<file path="src/rtl/ldpc_llr_packer.sv">
// Serial-to-parallel LLR packer: gathers Z consecutive WIDTH-bit LLRs into one
// lane word and tags each word with its position inside the codeword.
module ldpc_llr_packer #(
    parameter  int WIDTH  = 8,
    parameter  int Z      = 8,
    parameter  int BLOCKS = 24,
    localparam int LANE_W = $clog2(Z),
    localparam int BLK_W  = (BLOCKS > 1) ? $clog2(BLOCKS) : 1
) (
    input  logic                 i_clock,
    input  logic                 i_reset,
    input  logic                 i_flush,
    input  logic [WIDTH-1:0]     i_in_data,
    input  logic                 i_in_valid,
    output logic                 o_in_ready,
    output logic [WIDTH*Z-1:0]   o_out_data,
    output logic                 o_out_valid,
    output logic                 o_out_last,
    output logic [BLK_W-1:0]     o_block_index,
    input  logic                 i_out_ready
);

    localparam logic [LANE_W-1:0] LANE_LAST = LANE_W'(Z - 1);
    localparam logic [BLK_W-1:0]  BLK_LAST  = BLK_W'(BLOCKS - 1);

    logic [LANE_W-1:0]  lane_q, lane_d;
    logic [BLK_W-1:0]   blk_q, blk_d;
    logic               acc_full_q, acc_full_d;
    logic               run_q;
    logic [WIDTH*Z-1:0] acc_q, acc_d;
    logic [WIDTH*Z-1:0] out_data_q, out_data_d;
    logic               out_valid_q, out_valid_d;
    logic               out_last_q, out_last_d;
    logic [BLK_W-1:0]   idx_q, idx_d;

    logic               in_fire;
    logic               out_free;
    logic               load;
    logic [WIDTH*Z-1:0] load_word;
    logic [Z-1:0]       lane_sel;

    // run_q keeps the input closed while reset is held and until the first edge after it.
    assign o_in_ready = run_q & ~acc_full_q & ~i_flush;
    assign in_fire    = i_in_valid & o_in_ready;
    assign out_free   = ~out_valid_q | i_out_ready;

    genvar gi;
    generate
        for (gi = 0; gi < Z; gi++) begin : g_lane_sel
            assign lane_sel[gi] = (lane_q == LANE_W'(gi));
        end
    endgenerate

    always_comb begin
        lane_d      = lane_q;
        blk_d       = blk_q;
        acc_full_d  = acc_full_q;
        acc_d       = acc_q;
        out_data_d  = out_data_q;
        out_valid_d = out_valid_q;
        out_last_d  = out_last_q;
        idx_d       = idx_q;
        load        = 1'b0;
        load_word   = acc_q;

        if (in_fire) begin
            for (int k = 0; k < Z; k++) begin
                if (lane_sel[k]) begin
                    acc_d[k*WIDTH +: WIDTH] = i_in_data;
                end
            end
            lane_d = (lane_q == LANE_LAST) ? '0 : lane_q + LANE_W'(1);
        end

        // A held word always goes first; input is closed while it waits.
        if (acc_full_q) begin
            if (out_free) begin
                load       = 1'b1;
                load_word  = acc_q;
                acc_full_d = 1'b0;
            end
        end else if (in_fire && lane_q == LANE_LAST) begin
            if (out_free) begin
                load      = 1'b1;
                load_word = acc_d;
            end else begin
                acc_full_d = 1'b1;
            end
        end

        if (load) begin
            out_data_d  = load_word;
            out_valid_d = 1'b1;
            idx_d       = blk_q;
            out_last_d  = (blk_q == BLK_LAST);
            blk_d       = (blk_q == BLK_LAST) ? '0 : blk_q + BLK_W'(1);
        end else if (i_out_ready) begin
            out_valid_d = 1'b0;
        end

        if (i_flush) begin
            lane_d      = '0;
            blk_d       = '0;
            acc_full_d  = 1'b0;
            out_valid_d = 1'b0;
            out_last_d  = 1'b0;
            idx_d       = '0;
        end
    end

    always_ff @(posedge i_clock or negedge i_reset) begin
        if (!i_reset) begin
            lane_q      <= '0;
            blk_q       <= '0;
            acc_full_q  <= 1'b0;
            run_q       <= 1'b0;
            acc_q       <= '0;
            out_data_q  <= '0;
            out_valid_q <= 1'b0;
            out_last_q  <= 1'b0;
            idx_q       <= '0;
        end else begin
            lane_q      <= lane_d;
            blk_q       <= blk_d;
            acc_full_q  <= acc_full_d;
            run_q       <= 1'b1;
            acc_q       <= acc_d;
            out_data_q  <= out_data_d;
            out_valid_q <= out_valid_d;
            out_last_q  <= out_last_d;
            idx_q       <= idx_d;
        end
    end

    assign o_out_data    = out_data_q;
    assign o_out_valid   = out_valid_q;
    assign o_out_last    = out_last_q;
    assign o_block_index = idx_q;

endmodule
</file>
<file path="config.mk">
export PLATFORM = sky130hd
export DESIGN_NAME = ldpc_llr_packer
export DESIGN_NICKNAME = d
export VERILOG_FILES = /design/src/rtl/ldpc_llr_packer.sv
export SDC_FILE = /design/constraint.sdc
export NUM_CORES = 1
export LEC_CHECK = 0
export CORE_MARGIN = 2
export CORE_UTILIZATION = 40
export CTS_CLUSTER_SIZE = 25
export DETAILED_ROUTE_END_ITERATION = 7
export PLACE_DENSITY_LB_ADDON = 0.05
export SLEW_MARGIN = 20
export SYNTH_ARGS = -nofsm -noshare
export SYNTH_HDL_FRONTEND = slang
export SYNTH_SLANG_ARGS = --single-unit
</file>
<file path="constraint.sdc">
create_clock -name i_clock -period 3.4 [get_ports i_clock]
set_input_delay 0.51 -clock i_clock [delete_from_list [all_inputs] [get_ports i_clock]]
set_output_delay 0.51 -clock i_clock [all_outputs]
set_load 0.005 [all_outputs]
</file>
==> impl_metrics.toml <==
[final_layout]
share_of_final_layout_standard_cells_stronger_than_drive_strength_1_pct = 13.4
final.fill_count = 1268
final_nets = 598
sequential_cell_area_um2 = 3630
antenna-diode-count = 0
multiInputGateArea_um2 = 2200
synthToLayoutAreaGrowth_pct = 25.1
utilization_of_the_core_after_routing_pct = 51.4
stdcell_area_um2 = 7500

[drt]
num_vias = 4175
route.met3.wl_um = 756
routed_wire_length_um = 14300
drt_pre_antenna_iters = 5
routedLengthMet1_um = 6540
top_layer_used = "met4"
detail_route.drc_violations = 0
drt-wirelength-per-cell_um = 18.7
met2_routed_wirelength_um = 6740
ant_nets = 0
drc_violation_total_after_the_first_tritonroute_iteration = 198
drt-vias-per-instance = 5.45

[sta]
hold-worst-slack_ps = 101
timing.slew.headroom_pct = 41.4
report.final.slew_viol_count = 0
fin_crit_ps = 2380
post-route-period-util_pct = 70.0
achievable-frequency_mhz = 420
totalNegativeSetupSlack_ps = 0
finalSetupViolCount = 0
tightest_slew_ps = 873
final_setup_skew_ps = 7.09
report.final.hold_viol_count = 0
rsz_0062_raised_after_global_routing = "no"

[die]
pin_count = 85
die_h_um = 126
die_area_um2 = 16000
die_w_um = 126
floorplan.initialDensity_pct = 41.1
fp-row-count = 44
core_um2 = 14600

[clock_network]
cts_setup_buffers = 0
cts-root-to-sink-buffers = 2
skew_pair_late_insertion_delay_ps = 410
h-tree-depth = 4
cts.reportedPaths.clkPinSlew_ps = 50
cts_hold_repair.buffers = 0
cts_root_buf = "clkbuf_16"
cts_tree = "yes"
postCtsResizedCells = 0
tritoncts.num_buffers = 17
clock-sinks = 145

[pwr]
post_layout_total_power_w = 0.00366
pwr-share-seq_pct = 50.3
cellLeakagePower_nw = 3.48
power_density_nw_per_um2 = 488
power.share.clock_pct = 43.9
max-vdd-ir-drop_v = 0.000317
power.switching_w = 0.000781
switching_share_pct = 21.3
power.share.combinational_pct = 5.8
power.internal_w = 0.00288

[logic_synthesis]
post_synth_instance_area_um2 = 6000
synthDominantCellAreaShare_pct = 60.5
synth_top_area_cell = "dfrtp_1"
synthesis.yosys.warnings = 0
synth-async-reset-ratio_pct = 100
number_of_cells_produced_by_synthesis = 499
syn_nets = 520
netlist-cell-type-count = 38
synth.cells.most_frequent = "145 x dfrtp_1, 89 x nand2_1, 41 x o21a_1"
synth_seq_cells = 145
ys_top_cells_by_area = "dfrtp_1 60%, mux2_2 7.5%, o22a_1 5.8%"
yosysSeqAreaShare_pct = 60.5
synth.avg_cell_area_um2 = 12.0
count_of_flip_flops_with_a_built_in_enable_after_synthesis = 0
ys.flop_type = "dfrtp_1"
synth.most_common_cell = "dfrtp_1"

[critical_path]
cp_max_fo = 20
cpPeakStageDelay_ps = 540
worstSetupStartpointType = "input port"
cpMaxStageDelayCell = "clkdlybuf4s50_1"
crit_buf_inv = 3
critical-path-top-delay-family = "buffers and inverters"
critical_path.cell_chain = "clkdlybuf4s50_1 -> buf_4 -> nor3b_1 -> clkdlybuf4s50_1"
worstPathRequired_ps = 2890
critical_path_class = "input port to output pin"
data_arrival_critical_path_ps = 1870
cp_common_cell = "clkdlybuf4s50_1"
nature_of_the_critical_path_endpoint = "output pin"

[global_routing]
grt_antenna_before_repair = 0
number_of_global_route_vias_before_repair = 4325
grt_start_max_net_pins = 75
first_pass_grt_wire_length_um = 23500
groute.usage.overall_pct = 19.0
globalRoute.totalOverflow = 0

[placement]
post_dp_area_um2 = 7010
port-buffer-count = 84
dp.final_hpwl_um = 8640
routabilityCongestion = 0.785

[worst_hold_path]
hold_path.class = "input port to asynchronous set/reset pin"

[run]
maxCapViolations = 0

[status]
outcome = "finished, final reports clean"
[cell families after synthesis]
logic type                 Yosys count  synth area share, %
AOI/OAI and AO/OA                  145                 17.4
DFF                                145                 60.5
and+or+nand+nor                    121                 9.41
muxes                               42                 7.93
buffers and inverters               36                 2.88
adders and majority gates            8                 1.67
other                                1               0.0625
xor gates and xnor gates             1                0.146
[through the flow]
stage	worst slack [ps]	cells
after global routing	916	766
after detailed placement	768	742
after global placement	801	742
final	1020	766
after floorplan	1490	499
after CTS	975	766
[worst register-to-register path: stages (launching register included)]
cell	delay [ps]
dfrtp_1	420
ha_1	270
ha_1	240
and4b_1	240
o21ai_1	690
o21ai_0	210
a21oi_1	170
[flip-flops by register name, summed over array words and instances, names as in the netlist]
| register | count |
|---|---|
| acc_full_q | 1 |
| o_block_index | 5 |
| o_out_last | 1 |
| blk_q | 5 |
| o_out_valid | 1 |
| acc_q | 64 |
| lane_q | 3 |
| run_q | 1 |
| o_out_data | 64 |
[final cells by class]
cell class | instances | share of cell area (%)
Clock inverter | 1 | 0.100
Multi-Input combinational cell | 318 | 29.3
Tap cell | 184 | 3.07
Clock buffer | 23 | 6.50
Sequential cell | 145 | 48.4
Timing Repair Buffer | 91 | 12.4
Inverter | 4 | 0.200
[worst paths after layout]
check	start	end	slack, ps	depth (start not counted)
min in group i_clock	acc_q[39]	acc_q[39]	490	2
setup / recovery	i_flush	o_in_ready	1020	4
setup reg to reg	lane_q[0]	blk_q[4]	1100	6
hold reg to reg	acc_q[39]	acc_q[39]	490	2
max in group asynchronous	i_reset	o_out_data[27]	2470	2
hold / removal	i_reset	o_out_data[52]	100	1
[layer usage]
| layer | GRT usage [%] | up-vias |
|---|---|---|
| met2 | 29.3 | 82 |
| met4 | 7.24 | 0 |
| met3 | 5.86 | 20 |
| met5 | 0 | - |
| li1 | - | 1961 |
| met1 | 25.2 | 2112 |
[cell usage in the layout, fill, tap and decap left out, types with 3 or more instances in the layout]
master | synthesis | layout
a21oi_1 | 11 | 11
a31oi_1 | 23 | 23
and3_1 | 4 | 4
buf_12 | 0 | 3
buf_4 | 1 | 4
clkbuf_16 | 0 | 17
clkbuf_8 | 0 | 4
clkdlybuf4s50_1 | 0 | 83
dfrtp_1 | 145 | 145
ha_1 | 8 | 8
inv_1 | 3 | 3
mux2_2 | 40 | 40
nand2_1 | 89 | 88
nand2b_1 | 3 | 3
nand3_1 | 5 | 5
nand3_4 | 3 | 3
nor2_1 | 7 | 7
o21a_1 | 41 | 40
o22a_1 | 40 | 40
o22ai_1 | 24 | 24
[power by group through the flow]
stage / combinational [W] / clock [W] / sequential [W]
floorplan: 0.000108 / 0 / 0.00186
global placement: 0.000212 / 0 / 0.00187
detailed placement: 0.000217 / 0 / 0.00187
CTS: 0.000218 / 0.00165 / 0.00184
global route: 0.000237 / 0.00172 / 0.00185
finish: 0.000212 / 0.00161 / 0.00184
(Power assumes the default switching activity.)
